$ cat config.mk
export PLATFORM = sky130hd
export DESIGN_NAME = signed_divider16
export DESIGN_NICKNAME = d
export VERILOG_FILES = /design/src/rtl/sdiv_pkg.sv /design/src/rtl/sdiv_step.sv /design/src/rtl/signed_divider16.sv
export SDC_FILE = /design/constraint.sdc
export NUM_CORES = 1
export LEC_CHECK = 0
export BUFFER_PORTS_ARGS = -buffer_cell sky130_fd_sc_hd__clkbuf_2
export CORE_MARGIN = 2
export CORE_UTILIZATION = 40
export CTS_CLUSTER_DIAMETER = 150
export DETAILED_ROUTE_END_ITERATION = 7
export GPL_TIMING_DRIVEN = 0
export HOLD_SLACK_MARGIN = 0.06
export PLACE_DENSITY = 0.62
export RECOVER_POWER = 100
export SLEW_MARGIN = 40
export SYNTH_ARGS = -nofsm -noshare
export SYNTH_HDL_FRONTEND = slang
export SYNTH_SLANG_ARGS = --single-unit
$ cat constraint.sdc
create_clock -name clk -period 3 [get_ports clk]
set_clock_uncertainty 0.2 [all_clocks]
set_input_delay 0.15 -clock clk [delete_from_list [all_inputs] [get_ports clk]]
set_output_delay 0.15 -clock clk [all_outputs]
set_load 0.02 [all_outputs]
$ cat src/rtl/sdiv_pkg.sv
// rtl/sdiv_pkg.sv - shared types and constants for the signed 16/8 divider
package sdiv_pkg;

    localparam int DIVIDEND_W_DEF = 16;
    localparam int DIVISOR_W_DEF  = 8;
    localparam int CNT_W          = $clog2(DIVIDEND_W_DEF + 1);

    localparam logic [DIVIDEND_W_DEF-1:0] Q_MAX = 16'h7FFF;
    localparam logic [DIVIDEND_W_DEF-1:0] Q_MIN = 16'h8000;

    typedef enum logic [1:0] {
        ST_IDLE = 2'd0,
        ST_DIV  = 2'd1,
        ST_FIX  = 2'd2,
        ST_DONE = 2'd3
    } state_t;

endpackage

$ cat src/rtl/sdiv_step.sv
// rtl/sdiv_step.sv - one combinational restoring-division step on magnitudes
module sdiv_step #(
    parameter int DIVISOR_W = 8
) (
    input  logic [DIVISOR_W:0]   rem_i,
    input  logic                 bit_i,
    input  logic [DIVISOR_W-1:0] dvs_i,
    output logic [DIVISOR_W:0]   rem_o,
    output logic                 q_o
);

    logic [DIVISOR_W:0]   shifted;
    logic [DIVISOR_W+1:0] diff;

    assign shifted = {rem_i[DIVISOR_W-1:0], bit_i};
    assign diff    = {1'b0, shifted} - {2'b00, dvs_i};
    // A set bit shifted out of the top means the value already exceeds any divisor.
    assign q_o     = rem_i[DIVISOR_W] | ~diff[DIVISOR_W+1];
    assign rem_o   = q_o ? diff[DIVISOR_W:0] : shifted;

endmodule

$ cat src/rtl/signed_divider16.sv
// rtl/signed_divider16.sv - iterative signed divider, 1 quotient bit per cycle
// Optional rounding of the quotient (half away from zero) under SDIV_ROUND_EN.
module signed_divider16
    import sdiv_pkg::*;
#(
    parameter int DIVIDEND_W = DIVIDEND_W_DEF,
    parameter int DIVISOR_W  = DIVISOR_W_DEF
) (
    input  logic                  clk,
    input  logic                  rst_n,
    input  logic                  in_valid,
    output logic                  in_ready,
    input  logic [DIVIDEND_W-1:0] dividend,
    input  logic [DIVISOR_W-1:0]  divisor,
    output logic                  out_valid,
    input  logic                  out_ready,
    output logic [DIVIDEND_W-1:0] quotient,
    output logic [DIVISOR_W-1:0]  remainder,
    output logic                  div_by_zero,
    output logic                  overflow
);

    state_t                state_q, state_d;
    logic [CNT_W-1:0]      cnt_q, cnt_d;
    logic [DIVIDEND_W-1:0] dvd_q, dvd_d;
    logic [DIVISOR_W-1:0]  dvs_q, dvs_d;
    logic [DIVISOR_W:0]    rem_q, rem_d;
    logic                  sdvd_q, sdvd_d;
    logic                  sdvs_q, sdvs_d;
    logic                  dz_q, dz_d;
    logic                  in_ready_q, in_ready_d;
    logic [DIVIDEND_W-1:0] quo_q, quo_d;
    logic [DIVISOR_W-1:0]  rout_q, rout_d;
    logic                  dzf_q, dzf_d;
    logic                  ovf_q, ovf_d;

    logic [DIVISOR_W:0]    step_rem;
    logic                  step_q;

    logic [DIVIDEND_W-1:0] qmag, fix_q;
    logic [DIVISOR_W-1:0]  rmag, fix_r;
    logic                  q_neg, fix_ov;

    sdiv_step #(.DIVISOR_W(DIVISOR_W)) u_step (
        .rem_i (rem_q),
        .bit_i (dvd_q[DIVIDEND_W-1]),
        .dvs_i (dvs_q),
        .rem_o (step_rem),
        .q_o   (step_q)
    );

    // After the last step dvd_q holds the quotient magnitude, rem_q the remainder magnitude.
    always_comb begin
        rmag  = rem_q[DIVISOR_W-1:0];
        qmag  = dvd_q;
`ifdef SDIV_ROUND_EN
        if ({rmag, 1'b0} >= {1'b0, dvs_q}) begin
            qmag = dvd_q + 1'b1;
        end
`endif
        q_neg  = sdvd_q ^ sdvs_q;
        fix_ov = !dz_q && !q_neg && qmag[DIVIDEND_W-1];
        fix_q  = q_neg ? -qmag : qmag;
        fix_r  = sdvd_q ? -rmag : rmag;
        if (dz_q) begin
            fix_q = sdvd_q ? Q_MIN : Q_MAX;
            fix_r = '0;
        end else if (fix_ov) begin
            fix_q = Q_MAX;
            fix_r = '0;
        end
    end

    always_comb begin
        state_d = state_q;
        cnt_d   = cnt_q;
        dvd_d   = dvd_q;
        dvs_d   = dvs_q;
        rem_d   = rem_q;
        sdvd_d  = sdvd_q;
        sdvs_d  = sdvs_q;
        dz_d    = dz_q;
        quo_d   = quo_q;
        rout_d  = rout_q;
        dzf_d   = dzf_q;
        ovf_d   = ovf_q;
        unique case (state_q)
            ST_IDLE: begin
                if (in_valid && in_ready_q) begin
                    state_d = ST_DIV;
                    cnt_d   = CNT_W'(DIVIDEND_W);
                    dvd_d   = dividend[DIVIDEND_W-1] ? -dividend : dividend;
                    dvs_d   = divisor[DIVISOR_W-1] ? -divisor : divisor;
                    rem_d   = '0;
                    sdvd_d  = dividend[DIVIDEND_W-1];
                    sdvs_d  = divisor[DIVISOR_W-1];
                    dz_d    = (divisor == '0);
                end
            end
            ST_DIV: begin
                rem_d = step_rem;
                dvd_d = {dvd_q[DIVIDEND_W-2:0], step_q};
                cnt_d = cnt_q - 1'b1;
                if (cnt_q == CNT_W'(1)) begin
                    state_d = ST_FIX;
                end
            end
            ST_FIX: begin
                quo_d   = fix_q;
                rout_d  = fix_r;
                dzf_d   = dz_q;
                ovf_d   = fix_ov;
                state_d = ST_DONE;
            end
            ST_DONE: begin
                if (out_ready) begin
                    state_d = ST_IDLE;
                end
            end
            default: state_d = ST_IDLE;
        endcase
        in_ready_d = (state_d == ST_IDLE);
    end

    always_ff @(posedge clk or negedge rst_n) begin
        if (!rst_n) begin
            state_q    <= ST_IDLE;
            cnt_q      <= '0;
            dvd_q      <= '0;
            dvs_q      <= '0;
            rem_q      <= '0;
            sdvd_q     <= 1'b0;
            sdvs_q     <= 1'b0;
            dz_q       <= 1'b0;
            in_ready_q <= 1'b0;
            quo_q      <= '0;
            rout_q     <= '0;
            dzf_q      <= 1'b0;
            ovf_q      <= 1'b0;
        end else begin
            state_q    <= state_d;
            cnt_q      <= cnt_d;
            dvd_q      <= dvd_d;
            dvs_q      <= dvs_d;
            rem_q      <= rem_d;
            sdvd_q     <= sdvd_d;
            sdvs_q     <= sdvs_d;
            dz_q       <= dz_d;
            in_ready_q <= in_ready_d;
            quo_q      <= quo_d;
            rout_q     <= rout_d;
            dzf_q      <= dzf_d;
            ovf_q      <= ovf_d;
        end
    end

    assign in_ready    = in_ready_q;
    assign out_valid   = (state_q == ST_DONE);
    assign quotient    = quo_q;
    assign remainder   = rout_q;
    assign div_by_zero = dzf_q;
    assign overflow    = ovf_q;

endmodule
==> Flow_metrics.wiki, run 1 <==
{| class="wikitable"
! Metric !! Value
|-
| Via count || about 3,800
|-
| Maximum number of buffers from clock root to sink || 2
|-
| Accumulated negative setup slack || 0 ns
|-
| Final count of pins violating max slew || 71
|-
| Number of antenna violations at the first check in global routing || 0
|-
| ANT nets after route || 0
|-
| Asr flop ratio synth || 1.00
|-
| Worst-Skew Late Latency || 0.35 ns
|-
| Post-cts hold buffer count || 27
|-
| H-Tree Level Count || 3
|-
| Remaining max-slew budget at the tightest pin || -0.121
|-
| Fillers || around 1,000
|-
| Unrepaired setup endpoints after global routing || no
|-
| Post-Place Cell Area || around 4700 µm²
|-
| Post-DR vias/cell || ~5.4
|-
| Synthesized area divided by synthesized cell count || ~8.9 µm²
|-
| Initial Utilization || 0.409
|-
| Total global routing track utilization || 0.201
|-
| Total setup buffers inserted after CTS || 0
|-
| Die area || about 11,000 µm²
|-
| Clock edge transition at the registers on the reported setup and hold paths || roughly 0.080 ns
|-
| Violations in the final reports || max-capacitance violations, max-slew violations
|-
| Share of the core filled with cells in the final layout || 0.493
|-
| Clock tree from TritonCTS || done
|-
| Commonest non-fill, non-tap cells in the layout || sky130_fd_sc_hd__dfrtp_1 (70), sky130_fd_sc_hd__clkbuf_1 (55), sky130_fd_sc_hd__o21ai_0 (54)
|-
| First drt pass iteration count || 4
|-
| Drt drc || 0
|-
| CTS-repair resized insts || 0
|-
| Overflow left after global routing || 0
|-
| Count of flip-flops with a built-in enable after synthesis || 0
|-
| Layout cells sized above 1 || 0.0739
|-
| CTS Sinks || 70
|-
| Layout area overhead || 20.4%
|-
| Last weighted congestion value of the routability-driven placer || ~0.83
|-
| Vert. Die Dim || around 110 µm
|-
| Number of global-route vias before repair || roughly 3,600
|-
| Number of library cell types mapped by synthesis || 47
|-
| Number of buffers created by CTS || 9
|-
| Power Density || between 1000 and 1500 nW/µm²
|-
| Hold path cells || 3
|-
| Reg2reg end || rem_q[8]$_DFFE_PN0P_
|-
| Global routing met2 resource utilization || 0.328
|-
| Status || complete, but fails checks
|-
| Reg2reg path depth || 9
|-
| Sequential area share after synthesis || 0.417
|-
| Met1 layer usage reported by global route || 0.272
|-
| Post-layout min period || around 2.7 ns
|-
| Layer carrying the most global-route usage || met2
|-
| Pin count of the biggest net entering global routing || just over 70
|-
| Antenna diode count || 0
|-
| Max rail drop VDD || ~0.40 mV
|-
| Area of the mapped netlist || 4200 µm²
|-
| Worst hold start || divisor[7]
|-
| Count of mapped cells out of synthesis || 470
|-
| Endpoints failing setup || 0
|-
| Count of max-cap constraint violations || 1
|-
| WL final || 10.7 mm
|-
| Largest cells by area after synthesis || sky130_fd_sc_hd__dfrtp_1 (42%), sky130_fd_sc_hd__o21ai_0 (6.1%), sky130_fd_sc_hd__xnor2_1 (4.8%), sky130_fd_sc_hd__nand2_1 (4.5%), sky130_fd_sc_hd__xor2_1 (4.4%)
|-
| FF-to-FF Start || dvd_q[15]$_DFFE_PN0P_
|-
| Wire length of the first global-routing pass || 18.0 mm
|-
| HP Class || primary input to register
|-
| Tcrit/Tclk final || 0.896
|-
| Leading register cell type out of synthesis || sky130_fd_sc_hd__dfrtp_1
|-
| Capture endpoint of the worst hold path || sdvs_q$_DFFE_PN0P_
|-
| Crit Path Class || primary input to register
|-
| Share of the synthesized area in the top cell type || 0.417
|-
| Met3 track demand over resource || 0.0300
|-
| Crit path capture type || register
|-
| Final hold violations || 0
|-
| Final net count || around 600
|-
| Crit path DAT || roughly 2.8 ns
|-
| Number of register bits inferred by synthesis || 70
|-
| Area leader, netlist || sky130_fd_sc_hd__dfrtp_1
|-
| Static power due to leakage || between 2 and 2.5 nW
|-
| Quantity of I/O buffers inserted on ports || 54
|-
| DRT iter0 DRCs || approximately 180
|-
| Number of nets in the synthesized netlist || between 500 and 600
|-
| Most common cell after layout, fill and taps aside || sky130_fd_sc_hd__dfrtp_1
|-
| Width of the die || between 100 and 150 µm
|-
| Data required time of the worst path || 3.07 ns
|-
| Sort of element at the start of the critical path || primary input
|-
| Root Driver || sky130_fd_sc_hd__clkbuf_8
|-
| CP Max Fanout || 4
|-
| Core Footprint || 10,300 µm²
|-
| Avg WL per Cell || 15.2 µm
|-
| Row cnt || 37
|-
| Least-Margin Pin Slew || about 1.7 ns
|-
| R2r setup slk || ~0.36 ns
|-
| Highest clock rate || ~0.37 GHz
|-
| Count of pins on the block boundary || 56
|-
| Cell area after layout || around 5100 µm²
|-
| Post-detailed-placement half-perimeter wirelength || 7.66 mm
|-
| Synth warn || 0
|}
==> per-stage QoR <==
stage	hold slack [ns]	total power [mW]	setup slack [ns]	cells
after global routing	0.134	6.22	0.196	704
after global placement	0.234	4.90	0.434	660
after floorplan	-0.346	4.16	0.692	470
after detailed placement	-0.0108	5.00	0.394	661
after CTS	0.0748	5.76	0.387	704
final	0.107	5.68	0.312	704
==> where the power goes <==
group	total [mW]	internal [mW]	switching (mW)
Clock	0.706	0.325	0.381
Combinational	3.16	1.31	1.86
Sequential	1.81	1.40	0.418
Total	5.68	3.03	2.66
==> flip-flops by register name, summed over array words and instances (netlist names) <==
signal	flops
dvs_q	8
rem_q	9
dvd_q	16
sdvs_q	1
in_ready	1
overflow	1
cnt_q	5
state_q	2
dz_q	1
div_by_zero	1
quotient	16
remainder	8
sdvd_q	1
==> synthesized netlist by cell type (2+ instances only) <==
master and instances:
sky130_fd_sc_hd__dfrtp_1 70, sky130_fd_sc_hd__o21ai_0 51, sky130_fd_sc_hd__nand2_1 50, sky130_fd_sc_hd__inv_1 24, sky130_fd_sc_hd__xnor2_1 23, sky130_fd_sc_hd__clkbuf_1 22
sky130_fd_sc_hd__xor2_1 21, sky130_fd_sc_hd__nor2_1 20, sky130_fd_sc_hd__nand3_1 18, sky130_fd_sc_hd__a21oi_1 17, sky130_fd_sc_hd__o21a_1 16, sky130_fd_sc_hd__ha_1 14
sky130_fd_sc_hd__o211ai_1 10, sky130_fd_sc_hd__o31ai_1 10, sky130_fd_sc_hd__a22oi_1 9, sky130_fd_sc_hd__nor3_1 8, sky130_fd_sc_hd__nor4_1 8, sky130_fd_sc_hd__and3_1 7
sky130_fd_sc_hd__nand2b_1 6, sky130_fd_sc_hd__nor2b_1 6, sky130_fd_sc_hd__o21ai_1 6, sky130_fd_sc_hd__a21o_1 4, sky130_fd_sc_hd__a41oi_1 4, sky130_fd_sc_hd__mux2i_1 4
sky130_fd_sc_hd__o41ai_1 4, sky130_fd_sc_hd__or3_1 4, sky130_fd_sc_hd__or4_1 4, sky130_fd_sc_hd__a31oi_1 3, sky130_fd_sc_hd__buf_1 3, sky130_fd_sc_hd__o221ai_1 3
sky130_fd_sc_hd__a22o_1 2, sky130_fd_sc_hd__o2111ai_1 2, sky130_fd_sc_hd__or4_4 2, sky130_fd_sc_hd__or4b_1 2
==> cell families (layout without fill, tap and decap cells) <==
kind of cell    after synthesis  count (layout)  share of synthesized area
buf+inv                      49             147                     0.0438
xor+xnor                     44              44                     0.0917
fa+ha+maj                    15              15                     0.0464
simple gates                143             143                      0.172
flops                        70              70                      0.417
compound gates              145             145                      0.220
mux                           4               4                    0.00952
==> worst max-delay path, cell delays in order <==
cell	delay [ns]
sky130_fd_sc_hd__dlygate4sd3_1	0.56
sky130_fd_sc_hd__clkbuf_1	0.16
sky130_fd_sc_hd__or4_1	0.60
sky130_fd_sc_hd__or4_1	0.56
sky130_fd_sc_hd__or4b_1	0.55
sky130_fd_sc_hd__o21ai_0	0.17
==> metal layers <==
layer | wire length [µm] | part of all wire
met1 | 4920 | 0.46
met2 | 5070 | 0.47
met3 | 585 | 0.055
met4 | 117 | 0.011
met5 | 0 | 0
==> worst max path at each step <==
stage,slack (ns),end,cells past startpoint,start
global route,0.20,rem_q[8]$_DFFE_PN0P_,9,dvd_q[15]$_DFFE_PN0P_
CTS,0.39,rem_q[8]$_DFFE_PN0P_,9,dvd_q[15]$_DFFE_PN0P_
detailed placement,0.39,rem_q[8]$_DFFE_PN0P_,9,dvd_q[15]$_DFFE_PN0P_
finish,0.31,dvd_q[15]$_DFFE_PN0P_,6,dividend[0]
floorplan,0.69,rem_q[8]$_DFFE_PN0P_,9,dvd_q[15]$_DFFE_PN0P_
global placement,0.43,rem_q[8]$_DFFE_PN0P_,9,dvd_q[15]$_DFFE_PN0P_
==> layout make-up <==
class,count,area [µm²],area share
clock inverters,6,46.3,0.00914
clock buffers,10,138,0.0272
plain buffers,25,93.8,0.0185
well taps,136,170,0.0336
inverters,24,90.1,0.0178
multi-input cells,351,2260,0.447
flip-flops and latches,70,1750,0.346
repair buffers,82,512,0.101
Power figures use the tool's default switching activity.
==> run 2: changes to the inputs <==
CORE_ASPECT_RATIO = 1.5   (was default)
==> run 2 against run 1 <==
The run now ends clean. Critical path depth increased by 1. Setup slack got worse by 0.26 ns. Utilization increased by 2.1 points. Wire length increased by 1.1%. Largest cell class unchanged. Clock-buffer cell count increased by 1. Maximum frequency decreased by 8.9%. Die area increased by 0.15%. Non-clock buffer count unchanged. Largest power group unchanged. Sequential power about the same. Sequential share of layout area decreased by 1.1 points. Critical endpoint unchanged.
==> Flow_metrics.wiki, run 2 (synthesized netlist as in run 1, its figures left out) <==
{| class="wikitable"
! Metric !! Value
|-
| Die area || 11,400 µm²
|-
| Post-layout min period || between 2 and 3 ns
|-
| WL final || about 11 mm
|-
| Total area of sequential cells || approximately 1800 µm²
|-
| Crit path capture type || register
|-
| Tcrit/Tclk final || 0.983
|-
| Overflow left after global routing || 0
|-
| Row cnt || 45
|-
| DRT iter0 DRCs || 174
|-
| Data required time of the worst path || between 3 and 4 ns
|-
| Power Density || about 1200 nW/µm²
|-
| Most common cell after layout, fill and taps aside || sky130_fd_sc_hd__dfrtp_1
|-
| Total global routing track utilization || 0.205
|-
| Post-detailed-placement half-perimeter wirelength || between 8 and 9 mm
|-
| Drt drc || 0
|-
| Final Total Pwr || 6.06 mW
|-
| Slowest library cell on the worst path || sky130_fd_sc_hd__dlygate4sd3_1
|-
| Area used by multi-input combinational logic || roughly 2300 µm²
|-
| Root Driver || sky130_fd_sc_hd__clkbuf_16
|-
| Slowest cell delay on critical path || between 0.5 and 0.6 ns
|-
| Initial Utilization || 0.413
|-
| Last weighted congestion value of the routability-driven placer || approximately 0.87
|-
| Final count of pins violating max slew || 0
|-
| Wire length of the first global-routing pass || roughly 18 mm
|-
| Number of buffers created by CTS || 9
|-
| Via count || 3,850
|-
| Remaining max-slew budget at the tightest pin || 0.183
|-
| Final net count || 606
|-
| Sort of element at the start of the critical path || primary input
|-
| ANT nets after route || 0
|-
| Crit path DAT || 3.01 ns
|-
| Maximum number of buffers from clock root to sink || 2
|-
| Post-Place Cell Area || 4690 µm²
|-
| Status || completed
|-
| Layout cells sized above 1 || 0.0810
|-
| Highest clock rate || 0.339 GHz
|-
| Core Footprint || slightly above 10,000 µm²
|-
| Crit Path Class || primary input to register
|-
| Count of max-cap constraint violations || 0
|-
| H-Tree Level Count || 3
|-
| Clock tree from TritonCTS || done
|-
| Layout area overhead || 24.4%
|-
| Max rail drop VDD || slightly below 0.5 mV
|-
| CP Max Fanout || 3
|-
| Avg WL per Cell || 15.2 µm
|-
| Final hold violations || 0
|-
| Ordered cell list for the critical path || dlygate4sd3_1 > clkbuf_2 > or4_4 > or4_4 > or4b_4 > dlygate4sd3_1 > o21ai_1
|-
| HP Class || primary input to register
|-
| Unrepaired setup endpoints after global routing || no
|-
| R2r setup slk || approximately 0.32 ns
|-
| CTS Sinks || 70
|-
| Number of global-route vias before repair || approximately 3,800
|-
| Width of the die || 87.7 µm
|-
| Hold slack final || 0.0736 ns
|-
| Fillers || 984
|-
| Worst-Skew Late Latency || between 0.3 and 0.4 ns
|-
| Pin count of the biggest net entering global routing || 50
|-
| Share of the core filled with cells in the final layout || 0.513
|-
| Quantity of I/O buffers inserted on ports || 54
|-
| Number of antenna violations at the first check in global routing || 0
|-
| Clock edge transition at the registers on the reported setup and hold paths || 0.06 ns
|-
| Cell area after layout || approximately 5200 µm²
|-
| Least-Margin Pin Slew || between 1 and 1.5 ns
|-
| Vert. Die Dim || roughly 130 µm
|-
| Antenna diode count || 0
|-
| Post-DR vias/cell || around 5.4
|-
| Static power due to leakage || ~2.2 nW
|-
| Commonest non-fill, non-tap cells in the layout || sky130_fd_sc_hd__dfrtp_1 (70), sky130_fd_sc_hd__clkbuf_1 (55), sky130_fd_sc_hd__o21ai_0 (53)
|-
| Count of pins on the block boundary || 56
|-
| First drt pass iteration count || 4
|-
| Accumulated negative setup slack || 0 ns
|-
| Endpoints failing setup || 0
|}
==> run 2: cell types whose count changed in the layout (fill, tap and decap cells not counted), moves of 2 or more <==
cell / change
sky130_fd_sc_hd__clkbuf_8: -8
sky130_fd_sc_hd__clkinvlp_4: -2
sky130_fd_sc_hd__or4_4: +4
sky130_fd_sc_hd__clkbuf_16: +9
sky130_fd_sc_hd__or4_1: -4
sky130_fd_sc_hd__clkbuf_2: -2
==> run 2: repair_timing <==
action                     in CTS  in global routing
setup endpoints to repair       0                  1
resized for setup               0                  4
setup buffers                   0                  1
hold buffers                   30                  0
hold endpoints to repair       98                  0
==> run 2: through the flow <==
step                      instances  worst slack, ns
after floorplan                 470            0.692
after global placement          665            0.387
after detailed placement        666            0.326
after CTS                       712          0.00986
after global routing            709          0.00114
final                           709           0.0508
==> run 2: cell type report <==
class                           instances  share of cell area
Clock buffer                           11              0.0483
Clock inverter                          5              0.0110
Tap cell                              141              0.0337
Inverter                               24              0.0172
Multi-Input combinational cell        351               0.436
Sequential cell                        70               0.335
Buffer                                 25              0.0179
Timing Repair Buffer                   82               0.101
==> run 2: critical path: cells and delay by family <==
| family | cells | cell delay (ns) |
|---|---|---|
| buffers and inverters | 3 | 1.24 |
| AOI/OAI and AO/OA | 1 | 0.11 |
| and+or+nand+nor | 3 | 1.51 |
==> run 2: final timing paths <==
| check | start | endpoint | depth (start not counted) |
|---|---|---|---|
| worst min register to register | cnt_q[4]$_DFFE_PN0P_ | cnt_q[4]$_DFFE_PN0P_ | 1 |
| max in group asynchronous | rst_n | dvs_q[3]$_DFFE_PN0P_ | 3 |
| worst max register to register | dvd_q[15]$_DFFE_PN0P_ | rem_q[8]$_DFFE_PN0P_ | 9 |
| min in group asynchronous | rst_n | dvd_q[6]$_DFFE_PN0P_ | 3 |
| worst min-delay path | dividend[1] | dvd_q[3]$_DFFE_PN0P_ | 4 |
| worst max-delay path | dividend[10] | dvd_q[15]$_DFFE_PN0P_ | 7 |
==> run 2: where the power goes <==
group / leakage, nW / internal, mW / switching (mW)
clock: 0.144 / 0.687 / 0.410
combinational: 1.18 / 1.31 / 1.86
sequential: 0.857 / 1.40 / 0.403
total: 2.18 / 3.39 / 2.67
==> run 2: layer usage <==
metal  share of wire  track usage
met2            0.52        0.361
met4           0.025       0.0824
met1            0.42        0.242
met3           0.035       0.0382
met5               0            0
==> run 3: changes to the inputs <==
CELL_PAD_IN_SITES_DETAIL_PLACEMENT = 0   (was default)
CELL_PAD_IN_SITES_GLOBAL_PLACEMENT = 2   (was default)
CORE_UTILIZATION = 36   (was 40)
PLACE_DENSITY = 0.84   (was 0.62)
==> run 3 against run 2 <==
Sequential share of layout area hardly changed. Global-route usage shrank 2.1 points. The flow now finishes with violations (max-capacitance violations, max-slew violations). Highest routed layer unchanged. Non-clock buffer count is 2 lower. Design area rose by 0.14%. Critical path depth grew 2. Clock power up 5%. Flip-flop and latch count is the same. Combinational power about the same. Hold slack gained 0.011 ns. Final cell count up 0.99%. Die area up 11%. Critical path type is now register to register. Sequential power is essentially flat.
==> Flow_metrics.wiki, run 3 (synthesized netlist as in run 1, its figures left out) <==
{| class="wikitable"
! Metric !! Value
|-
| WL final || 10.9 mm
|-
| Reg2reg path depth || 9
|-
| Total global routing track utilization || 0.184
|-
| Hold slack final || 0.0846 ns
|-
| CP Max Fanout || 5
|-
| Post-Place Cell Area || roughly 4700 µm²
|-
| Unrepaired setup endpoints after global routing || no
|-
| Quantity of I/O buffers inserted on ports || 54
|-
| Power Density || between 1000 and 1500 nW/µm²
|-
| Number of buffers created by CTS || 9
|-
| Crit Path Class || register to register
|-
| Slowest library cell on the worst path || sky130_fd_sc_hd__dfrtp_1
|-
| Inst Count DP || 675
|-
| Clock tree from TritonCTS || done
|-
| Post-DR vias/cell || 5.24
|-
| Crit path DAT || 2.68 ns
|-
| Sort of element at the start of the critical path || register
|-
| Die area || between 10,000 and 15,000 µm²
|-
| Commonest non-fill, non-tap cells in the layout || sky130_fd_sc_hd__dfrtp_1 (70), sky130_fd_sc_hd__clkbuf_1 (55), sky130_fd_sc_hd__o21ai_0 (55)
|-
| Cell area after layout || approximately 5200 µm²
|-
| Width of the die || between 90 and 100 µm
|-
| Max rail drop VDD || between 0.3 and 0.4 mV
|-
| Final non-filler cell total || around 700
|-
| Slowest cell delay on critical path || roughly 0.43 ns
|-
| Count of pins on the block boundary || 56
|-
| Maximum number of buffers from clock root to sink || 2
|-
| Least-Margin Pin Slew || ~1.7 ns
|-
| Final Total Pwr || 6.12 mW
|-
| DRT iter0 DRCs || approximately 180
|-
| Hold path cells || 4
|-
| Avg WL per Cell || about 15 µm
|-
| Data required time of the worst path || approximately 3.0 ns
|-
| Root Driver || sky130_fd_sc_hd__clkbuf_16
|-
| R2r setup slk || 0.35 ns
|-
| ANT nets after route || 0
|-
| Row cnt || 48
|-
| Final net count || 604
|-
| Tcrit/Tclk final || 0.885
|-
| Status || complete, but fails checks
|-
| CTS Sinks || 70
|-
| Most frequent CP cell || sky130_fd_sc_hd__inv_1
|-
| First drt pass iteration count || 4
|-
| HP Class || primary input to register
|-
| Wire length of the first global-routing pass || 18.2 mm
|-
| Ordered cell list for the critical path || inv_1 > ha_1 > inv_1 > fa_1 > a21o_1 > a221oi_1 > o21ai_0 > xor2_1 > o31ai_1
|-
| Layout area overhead || 24.6%
|-
| Remaining max-slew budget at the tightest pin || -0.152
|-
| Highest clock rate || roughly 0.38 GHz
|-
| Core Footprint || 11,500 µm²
|-
| Endpoints failing setup || 0
|-
| Antenna diode count || 0
|-
| Number of global-route vias before repair || between 3,000 and 4,000
|-
| H-Tree Level Count || 3
|-
| Via count || 3,750
|-
| Worst-Skew Late Latency || around 0.33 ns
|-
| Pin count of the biggest net entering global routing || 70
|-
| Post-detailed-placement half-perimeter wirelength || ~8.3 mm
|-
| Last weighted congestion value of the routability-driven placer || between 0.8 and 0.9
|-
| Violations in the final reports || max-capacitance violations, max-slew violations
|-
| Clock edge transition at the registers on the reported setup and hold paths || roughly 0.06 ns
|-
| Most common cell after layout, fill and taps aside || sky130_fd_sc_hd__dfrtp_1
|-
| Overflow left after global routing || 0
|-
| Layout cells sized above 1 || 0.0830
|-
| Post-layout min period || between 2 and 3 ns
|-
| Number of antenna violations at the first check in global routing || 0
|-
| Initial Utilization || 0.366
|-
| Drt drc || 0
|-
| Accumulated negative setup slack || 0 ns
|-
| Vert. Die Dim || ~140 µm
|-
| Count of max-cap constraint violations || 1
|-
| Static power due to leakage || roughly 2.2 nW
|-
| Crit path capture type || register
|-
| Final count of pins violating max slew || 70
|-
| Final hold violations || 0
|-
| Total setup buffers inserted after CTS || 0
|}
[run 3: cell count changes in the layout (fill, tap and decap cells not counted), moves of 2 or more]
cell	delta
sky130_fd_sc_hd__o21ai_1	-2
sky130_fd_sc_hd__clkinv_4	+2
sky130_fd_sc_hd__o21ai_0	+2
sky130_fd_sc_hd__clkbuf_2	+2
sky130_fd_sc_hd__clkinvlp_4	-3
[run 3: stage by stage]
step	util	worst slack, ns
2_1_floorplan	-	0.692
3_3_place_gp	0.406	0.343
3_5_place_dp	0.410	0.368
4_1_cts	0.462	0.00752
5_1_grt	0.457	0.131
6_report	0.457	0.346
[run 3: path summary, 6_finish.rpt]
kind                                       startpoint                       end
min in group asynchronous                       rst_n      cnt_q[2]$_DFFE_PN0P_
worst min-delay path                      dividend[6]      dvd_q[7]$_DFFE_PN0P_
max in group asynchronous                       rst_n  quotient[15]$_DFFE_PN0P_
worst max register to register  dvd_q[15]$_DFFE_PN0P_      rem_q[8]$_DFFE_PN0P_
worst max-delay path            dvd_q[15]$_DFFE_PN0P_      rem_q[8]$_DFFE_PN0P_
worst min register to register   cnt_q[4]$_DFFE_PN0P_      cnt_q[4]$_DFFE_PN0P_
[run 3: power by group]
| part | internal [mW] | switching [mW] |
|---|---|---|
| clock network | 0.752 | 0.405 |
| registers | 1.40 | 0.409 |
| logic | 1.31 | 1.85 |
[run 3: per-layer routing]
layer | global-route usage | part of all wire | vias to the layer above | wire [µm]
met4 | 0.0829 | 0.030 | 0 | 327
met1 | 0.209 | 0.42 | 1774 | 4640
met5 | 0 | 0 | - | 0
li1 | - | - | 1880 | -
met2 | 0.335 | 0.51 | 70 | 5600
met3 | 0.0316 | 0.033 | 26 | 366
[run 3: layout make-up]
class	count	area, µm²
Tap cell	150	188
Clock buffer	11	243
Clock inverter	5	82.6
Timing Repair Buffer	80	504
Fill cell	1162	6230
Sequential cell	70	1750
Multi-Input combinational cell	351	2280
Buffer	25	93.8
Inverter	24	90.1
[run 3: worst max-delay path: cells and delay by family (launching register included)]
family | cells | cell delay [ns]
AO/OA/AOI/OAI | 4 | 0.95
XOR/XNOR | 1 | 0.17
adder cells (fa/ha/maj) | 2 | 0.59
flip-flops | 1 | 0.43
buffers and inverters | 2 | 0.20
[run 3: what timing repair did]
item                                    4_1_cts  5_1_grt
endpoints found under the setup margin        0        1
hold buffers                                 28        0
gates resized for setup                       0        3
endpoints found under the hold margin        98        0
